**config.mk**
```make
export PLATFORM = sky130hd
export DESIGN_NAME = mod3_frame_tx_flat
export DESIGN_NICKNAME = d
export VERILOG_FILES = /design/src/rtl/mod3_frame_tx_if.sv /design/src/rtl/mod3_frame_tx.sv /design/src/flat_wrapper.sv
export SDC_FILE = /design/constraint.sdc
export NUM_CORES = 1
export LEC_CHECK = 0
export BUFFER_PORTS_ARGS = -buffer_cell sky130_fd_sc_hd__clkbuf_2
export CORE_ASPECT_RATIO = 1.4
export CORE_UTILIZATION = 55
export DETAILED_ROUTE_END_ITERATION = 6
export GPL_TIMING_DRIVEN = 0
export HOLD_SLACK_MARGIN = 0.15
export PLACE_DENSITY = 0.83
export SYNTH_ARGS = -nofsm -noshare
export SYNTH_HDL_FRONTEND = slang
export SYNTH_SLANG_ARGS = --single-unit
```
**constraint.sdc**
```tcl
create_clock -name clk -period 2.1 [get_ports clk]
set_input_delay 0.42 -clock clk [delete_from_list [all_inputs] [get_ports clk]]
set_output_delay 0.42 -clock clk [all_outputs]
set_load 0.01 [all_outputs]
```
**src/rtl/mod3_frame_tx_if.sv**
```systemverilog
// mod3_frame_tx_if: parallel-load / serial-out bundle for mod3_frame_tx.
//   data_in   : payload word, sampled on the accepting edge (master -> slave)
//   load      : frame request, honoured only while ready=1 (master -> slave)
//   ready     : transmitter idle, accepts load this cycle   (slave -> master)
//   x_out     : serial frame bit, payload MSB first, then 2 check bits
//   x_valid   : x_out carries a frame bit this cycle
//   frame_end : high together with the final check bit only
interface mod3_frame_tx_if #(
  parameter int unsigned WIDTH = 8
);
  logic [WIDTH-1:0] data_in;
  logic             load;
  logic             ready;
  logic             x_out;
  logic             x_valid;
  logic             frame_end;

  modport master (
    output data_in,
    output load,
    input  ready,
    input  x_out,
    input  x_valid,
    input  frame_end
  );

  modport slave (
    input  data_in,
    input  load,
    output ready,
    output x_out,
    output x_valid,
    output frame_end
  );
endinterface

```
**src/rtl/mod3_frame_tx.sv**
```systemverilog
// mod3_frame_tx: bit-serial transmitter emitting (WIDTH+2)-bit frames whose
// binary value is divisible by 3. A WIDTH-bit word is shifted out MSB first,
// followed by two check bits derived from the running remainder.
//   clk : rising-edge clock
//   rst : asynchronous active-high reset
//   bus : mod3_frame_tx_if slave (data_in, load in; ready, x_out, x_valid,
//         frame_end out, all outputs registered)
module mod3_frame_tx #(
  parameter int unsigned WIDTH = 8
) (
  input  logic                 clk,
  input  logic                 rst,
  mod3_frame_tx_if.slave       bus
);

  localparam int unsigned     CW        = $clog2(WIDTH + 2);
  localparam logic [CW-1:0]   LAST_DATA = CW'(WIDTH - 1);
  localparam logic [CW-1:0]   CHK_HI    = CW'(WIDTH);
  localparam logic [CW-1:0]   CHK_LO    = CW'(WIDTH + 1);

  typedef enum logic [1:0] {
    IDLE,
    DATA,
    CHECK
  } state_t;

  state_t           state_q, state_d;
  logic [WIDTH-1:0] shift_q, shift_d;
  logic [CW-1:0]    cnt_q,   cnt_d;
  logic [1:0]       r_q,     r_d;
  logic [1:0]       chk_d;

  logic             ready_q,     ready_d;
  logic             x_out_q,     x_out_d;
  logic             x_valid_q,   x_valid_d;
  logic             frame_end_q, frame_end_d;

  // r <- (2r + b) mod 3; r is only ever 0..2.
  function automatic logic [1:0] mod3_step(input logic [1:0] r, input logic b);
    logic [1:0] n;
    case ({r, b})
      3'b000:  n = 2'd0;
      3'b001:  n = 2'd1;
      3'b010:  n = 2'd2;
      3'b011:  n = 2'd0;
      3'b100:  n = 2'd1;
      3'b101:  n = 2'd2;
      default: n = 2'd0;
    endcase
    return n;
  endfunction

  // Two appended bits shift the value left by 2 (x4 == x1 mod 3), so
  // the check value must be (3 - r) mod 3.
  function automatic logic [1:0] check_bits(input logic [1:0] r);
    logic [1:0] c;
    case (r)
      2'd1:    c = 2'b10;
      2'd2:    c = 2'b01;
      default: c = 2'b00;
    endcase
    return c;
  endfunction

  // State and output registers
  always_ff @(posedge clk or posedge rst) begin
    if (rst) begin
      state_q     <= IDLE;
      shift_q     <= '0;
      cnt_q       <= '0;
      r_q         <= '0;
      ready_q     <= 1'b1;
      x_out_q     <= 1'b0;
      x_valid_q   <= 1'b0;
      frame_end_q <= 1'b0;
    end else begin
      state_q     <= state_d;
      shift_q     <= shift_d;
      cnt_q       <= cnt_d;
      r_q         <= r_d;
      ready_q     <= ready_d;
      x_out_q     <= x_out_d;
      x_valid_q   <= x_valid_d;
      frame_end_q <= frame_end_d;
    end
  end

  // Next-state logic. cnt_q indexes the frame bit being presented this
  // cycle: 0..WIDTH-1 payload, WIDTH and WIDTH+1 check bits.
  always_comb begin
    state_d = state_q;
    shift_d = shift_q;
    cnt_d   = cnt_q;
    r_d     = r_q;
    unique case (state_q)
      IDLE: begin
        if (bus.load && ready_q) begin
          state_d = DATA;
          shift_d = bus.data_in;
          cnt_d   = '0;
          r_d     = '0;
        end
      end
      DATA: begin
        r_d     = mod3_step(r_q, shift_q[WIDTH-1]);
        shift_d = shift_q << 1;
        cnt_d   = cnt_q + CW'(1);
        if (cnt_q == LAST_DATA) begin
          state_d = CHECK;
        end
      end
      CHECK: begin
        if (cnt_q == CHK_LO) begin
          state_d = IDLE;
          cnt_d   = '0;
        end else begin
          cnt_d = cnt_q + CW'(1);
        end
      end
      default: state_d = IDLE;
    endcase
  end

  // Outputs are decoded from the next state so the registered copies line
  // up with the bit being presented in the following cycle.
  always_comb begin
    chk_d       = check_bits(r_d);
    ready_d     = (state_d == IDLE);
    x_valid_d   = (state_d != IDLE);
    x_out_d     = 1'b0;
    frame_end_d = 1'b0;
    case (state_d)
      DATA:  x_out_d = shift_d[WIDTH-1];
      CHECK: begin
        x_out_d     = (cnt_d == CHK_HI) ? chk_d[1] : chk_d[0];
        frame_end_d = (cnt_d == CHK_LO);
      end
      default: ;
    endcase
  end

  assign bus.ready     = ready_q;
  assign bus.x_out     = x_out_q;
  assign bus.x_valid   = x_valid_q;
  assign bus.frame_end = frame_end_q;

endmodule

```
**src/flat_wrapper.sv**
```systemverilog
// flat-port wrapper written by rule: the top's interface ports become plain ports
module mod3_frame_tx_flat 
#(
  parameter int unsigned WIDTH = 8
)
  (clk, rst, bus_data_in, bus_load, bus_ready, bus_x_out, bus_x_valid, bus_frame_end);
  mod3_frame_tx_if #(.WIDTH(WIDTH)) bus_i ();
  input  logic clk;
  input  logic rst;
  input wire logic [$bits(bus_i.data_in)-1:0] bus_data_in;
  input wire logic [$bits(bus_i.load)-1:0] bus_load;
  output wire logic [$bits(bus_i.ready)-1:0] bus_ready;
  output wire logic [$bits(bus_i.x_out)-1:0] bus_x_out;
  output wire logic [$bits(bus_i.x_valid)-1:0] bus_x_valid;
  output wire logic [$bits(bus_i.frame_end)-1:0] bus_frame_end;
  assign bus_i.data_in = bus_data_in;
  assign bus_i.load = bus_load;
  assign bus_ready = bus_i.ready;
  assign bus_x_out = bus_i.x_out;
  assign bus_x_valid = bus_i.x_valid;
  assign bus_frame_end = bus_i.frame_end;
  mod3_frame_tx #(.WIDTH(WIDTH)) u_core (.clk(clk), .rst(rst), .bus(bus_i));
endmodule
```
Word-level counts from Yosys, hierarchy flattened
Index checks and enable logic that the tools add are counted.
- register bits: 20
- input port bits: 11
- output and inout port bits: 4
- word-level logic and storage cells: 49
- add/subtract/negate cells: 1
- eq/ne operators: 15
- mux-type cells: 16
- reductions and logical operators: 8
- operators with widths (operator ; count):
    8-bit case mux with 2 select lines ; 1
    4-bit == test (second input constant) ; 3
    2-bit case mux with 2 select lines ; 3
    4-bit case mux with 3 select lines ; 1
    2-bit two-way mux ; 4
    4-bit two-way mux ; 2
    8-bit two-way mux ; 1
    2-bit by 1-bit == test with 1-bit output (second input constant) ; 3
    2-bit == test (second input constant) ; 3
    3-bit == test (second input constant) ; 2
    2-bit case mux with 3 select lines ; 1
    4-bit by 1-bit adder with 4-bit output (second input constant) ; 1
    4-bit by 3-bit == test with 1-bit output (second input constant) ; 1
    2-bit zero test ; 2
    2-bit nonzero test ; 2
    2-bit OR reduction ; 2
    3-bit by 1-bit == test with 1-bit output (second input constant) ; 1
    3-bit by 2-bit == test with 1-bit output (second input constant) ; 1
    1-bit two-way mux ; 2
    2-bit by 1-bit != test with 1-bit output (second input constant) ; 1
    1-bit case mux with 2 select lines ; 1
    2-bit AND reduction ; 1
    1-bit logical AND ; 1

Logic depth before layout (Yosys ltp)
- depth in word-level cells: 8
- depth in mapped cells: 9
- mapped depth without buffers: 9

Least setup slack after synthesis
OpenSTA, ideal clock, no wires.
- path kind: register -> register
- start point: register u_core.state_q[1]
- end point: register u_core.x_out_q, in the netlist u_core.bus.x_out
- library setup time: 140 ps
- data arrival time: 1677 ps
- data required time: 1960 ps
- setup slack: 283 ps
- stages on the path, launching flop included: 10
- buffers on the path: 1
- clock period less this slack: 1817 ps
- cells stage by stage: dfrtp_1 > buf_4 > nand3b_1 > nand2_1 > o21a_1 > inv_1 > ha_1 > nor2b_1 > o311ai_1 > o211ai_1
- elaborated cells between the ends (all ways): 18
- classes of those cells: eq/ne: 7; mux: 10; reduce/logical: 1
- RTL lines (item ; RTL line ; RTL):
    start: declaration ; mod3_frame_tx.sv:27 ; state_t state_q, state_d;
    start signal: assignment ; mod3_frame_tx.sv:77 ; state_q <= state_d;
    2-bit == test (tied with other cells) ; mod3_frame_tx.sv:95 ; unique case (state_q)
    2-bit case mux with 3 select lines (*) ; mod3_frame_tx.sv:95 ;
    via u_core.state_d[0] ; mod3_frame_tx.sv:27 ;
    2-bit == test / 2-bit by 1-bit == test with 1-bit output (equally long branches) ; mod3_frame_tx.sv:132 ; case (state_d)
    1-bit case mux with 2 select lines (*) ; mod3_frame_tx.sv:132 ;
    via u_core.x_out_d ; mod3_frame_tx.sv:34 ; logic x_out_q, x_out_d;
    end signal: assignment ; mod3_frame_tx.sv:82 ; x_out_q <= x_out_d;
    end: declaration ; mod3_frame_tx.sv:34 ;
The timed path passes the listed nets; every way through them passes the cells marked *.
A chain may end at the register's enable or synchronous reset.

Worst setup path in the final report
Same ends and word-level chain as after synthesis.

==> reports/qor.yml <==
finish:
  stdcell_area_sq_um: 1310
  layout.cells.non_filler: 163
  n_fill_cell: 173
  mostFrequentLayoutCells: "nand2_1 (20), dfrtp_1 (17), clkbuf_2 (14)"
  drive_gt1_share_pct: 23.9
  areaGrowthSynthToFinish_pct: 13.4
  nets: 159
  final_common_cell: "nand2_1"
  num_antenna_cells: 0
global_route:
  grt_pass1_vias: 961
  antenna_found_initial: 0
  overflow: 0
  grt_max_degree: 21
  grtUsageTotal_pct: 25.2
  grt_pass1_wl_mm: 4.02
synthesis:
  synthArstFlopShare_pct: 100
  syn_area_sq_um: 1160
  syn_area_per_cell_sq_um: 9.48
  yosysUniqueCellTypes: 41
  syn_nets: 138
  ys_seq_area_share_pct: 43.4
  synth_edf_count: 0
  ys_warn_count: 0
  ys_dominant_reg_cell: "dfrtp_1"
  synthCells: 122
  synth-seq-cells: 20
drt:
  ant_nets: 0
  drt-vias-per-instance: 5.79
  via_count: 944
  drtPass1Iterations: 4
  wl_mm: 2.30
  wl_per_cell_um: 14.1
  drt_first_iter_violations: 24
  drcViolationCount: 0
floorplanning:
  fp.dieW_um: 40.8
  rows: 19
  coreArea_sq_um: 1970
  die_area_sq_um: 2290
  die_h_um: 56.2
  start_util_pct: 58.6
  io_pins: 15
timing:
  drv_slew: 0
  tns_ns: 0
  setup_violations: 0
  rsz0062_at_grt: "no"
  post-route-min-period_ns: 1.94
  hold_viol_final: 0
  finClkSkew_ns: 0.00849
  fin_ws_ns: 0.156
  slew_headroom_pct: 50.4
  fin_crit_sh_pct: 92.5
  timing.fmax_ghz: 0.515
  tightest_slew_ns: 0.743
worst_hold_path:
  hp-class: "primary input to async pin"
cts:
  cts_buffer_depth: 2
  clk_pin_slew_ns: 0.11
  numCtsBuffers: 3
  cts_max_level: 1
  cts.sinks: 20
  cts_hold_buf: 0
  clkLatencyLatePin_ns: 0.30
  clock-root-buffer: "clkbuf_4"
  cts_tree: "done"
worst_setup_path:
  cp-end-kind: "flop"
  cpPeakStageDelay_ns: 0.43
  critPathSlowestCell: "dfrtp_1"
  reg2reg_setup_slack_ns: 0.16
  crit_required_ns: 2.32
  cp-start-kind: "flop"
  crit_type: "flop to flop"
  critPathMaxFanout: 10
  cp.arrival_ns: 2.17
  crit_chain: "buf_4, nand3b_1, nand2_1, o21a_1, ha_1, nor2b_1, o21ai_0, o211ai_1"
run_status:
  status: "complete, no violations"
placement:
  dp_slack_ns: -0.0292
  port_buffers: 14
  dp.final_hpwl_mm: 1.75
  place_area_sq_um: 1250
  dp.cells: 157
  place.gp.congestion: 0.833
power:
  p_per_area_nw_per_um2: 1540
  p_total_mw: 2.01
  p_leak_nw: 0.648
  ir_drop_uv: 757
flow_run:
  maxCapViolations: 0
-- cell type report --
cell class | count | area [sq um] | share of cell area (%)
multi-input combinational | 87 | 587 | 44.8
sequential | 20 | 504 | 38.5
timing repair buffer | 16 | 85.1 | 6.49
inverter | 10 | 37.5 | 2.86
clock buffer | 4 | 36.3 | 2.77
buffer | 5 | 35.0 | 2.67
tap | 21 | 26.3 | 2.00
-- cell usage after synthesis (2+ instances only) --
master	instances	area, sq um
o21ai_0	11	55.1
xnor2_1	3	26.3
nor3_1	2	10.0
nor2_1	3	11.3
or3_1	2	12.5
nand2b_1	3	18.8
buf_4	2	15.0
nand2_1	20	75.1
a21o_1	2	15.0
or2b_1	2	15.0
nor2b_1	2	12.5
inv_1	10	37.5
ha_1	5	62.6
o211ai_1	2	15.0
dfrtp_1	19	475
o21a_1	2	15.0
a22oi_1	5	37.5
nand3b_1	2	15.0
mux2i_1	3	30.0
-- final timing paths --
path / startpoint / endpoint / depth (start not counted)
min: rst / u_core.shift_q[3]$_DFFE_PP0P_ / 2
max: u_core.state_q[1]$_DFF_PP0_ / u_core.bus.x_out$_DFF_PP0_ / 8
min reg2reg: u_core.shift_q[4]$_DFFE_PP0P_ / u_core.shift_q[5]$_DFFE_PP0P_ / 2
max reg2reg: u_core.state_q[1]$_DFF_PP0_ / u_core.bus.x_out$_DFF_PP0_ / 8
min in group clk: bus_data_in[5] / u_core.shift_q[5]$_DFFE_PP0P_ / 3
max in group asynchronous: rst / u_core.cnt_q[0]$_DFF_PP0_ / 2
-- per-layer routing --
| layer | vias up | track usage [%] | wire length [um] |
|---|---|---|---|
| met5 | - | 0 | 0 |
| met4 | 0 | 11.4 | 70 |
| met3 | 8 | 4.40 | 49 |
| met2 | 17 | 40.8 | 1250 |
| met1 | 451 | 30.6 | 928 |
| li1 | 468 | - | - |
-- through the flow --
step / hold WS (ns) / utilization (%)
3_3_place_gp: 0.460 / 63.5
6_report: 0.210 / 66.5
5_1_grt: 0.272 / 66.5
4_1_cts: 0.236 / 65.7
2_1_floorplan: 0.383 / -
3_5_place_dp: 0.463 / 63.5
-- repair_timing --
| action | 4_1_cts | 5_1_grt |
|---|---|---|
| setup buffers | 1 | 1 |
| resized for setup | 0 | 5 |
| setup endpoints to repair | 1 | 1 |
-- state kept, by name, summed over array words and instances, names as in the netlist --
name                  count
u_core.r_q                2
u_core.bus.ready          1
u_core.state_q            2
u_core.bus.x_valid        1
u_core.bus.x_out          1
u_core.shift_q            8
u_core.cnt_q              4
u_core.bus.frame_end      1
-- worst max-delay path, delay by kind of cell, from the launching register on --
kind	cells	cell delay, ns
AOI/OAI and AO/OA	3	0.47
adders and majority gates	1	0.26
buffers and inverters	1	0.18
DFF	1	0.43
and+or+nand+nor	3	0.52
-- power by group --
group          internal [mW]  total (mW)  switching, mW
Sequential             0.552       0.685          0.133
Combinational          0.503        1.10          0.601
Clock                  0.106       0.224          0.118
-- cell families (layout without fill, tap and decap cells) --
group / count (synthesis) / in the layout / share of synthesized area, %
fa+ha+maj: 5 / 5 / 5.41
mux: 4 / 4 / 3.90
simple gates: 41 / 41 / 18.0
compound gates: 34 / 34 / 20.8
flops: 20 / 20 / 43.4
buf+inv: 15 / 35 / 6.28
xor+xnor: 3 / 3 / 2.27
Power figures use the tool's default switching activity.
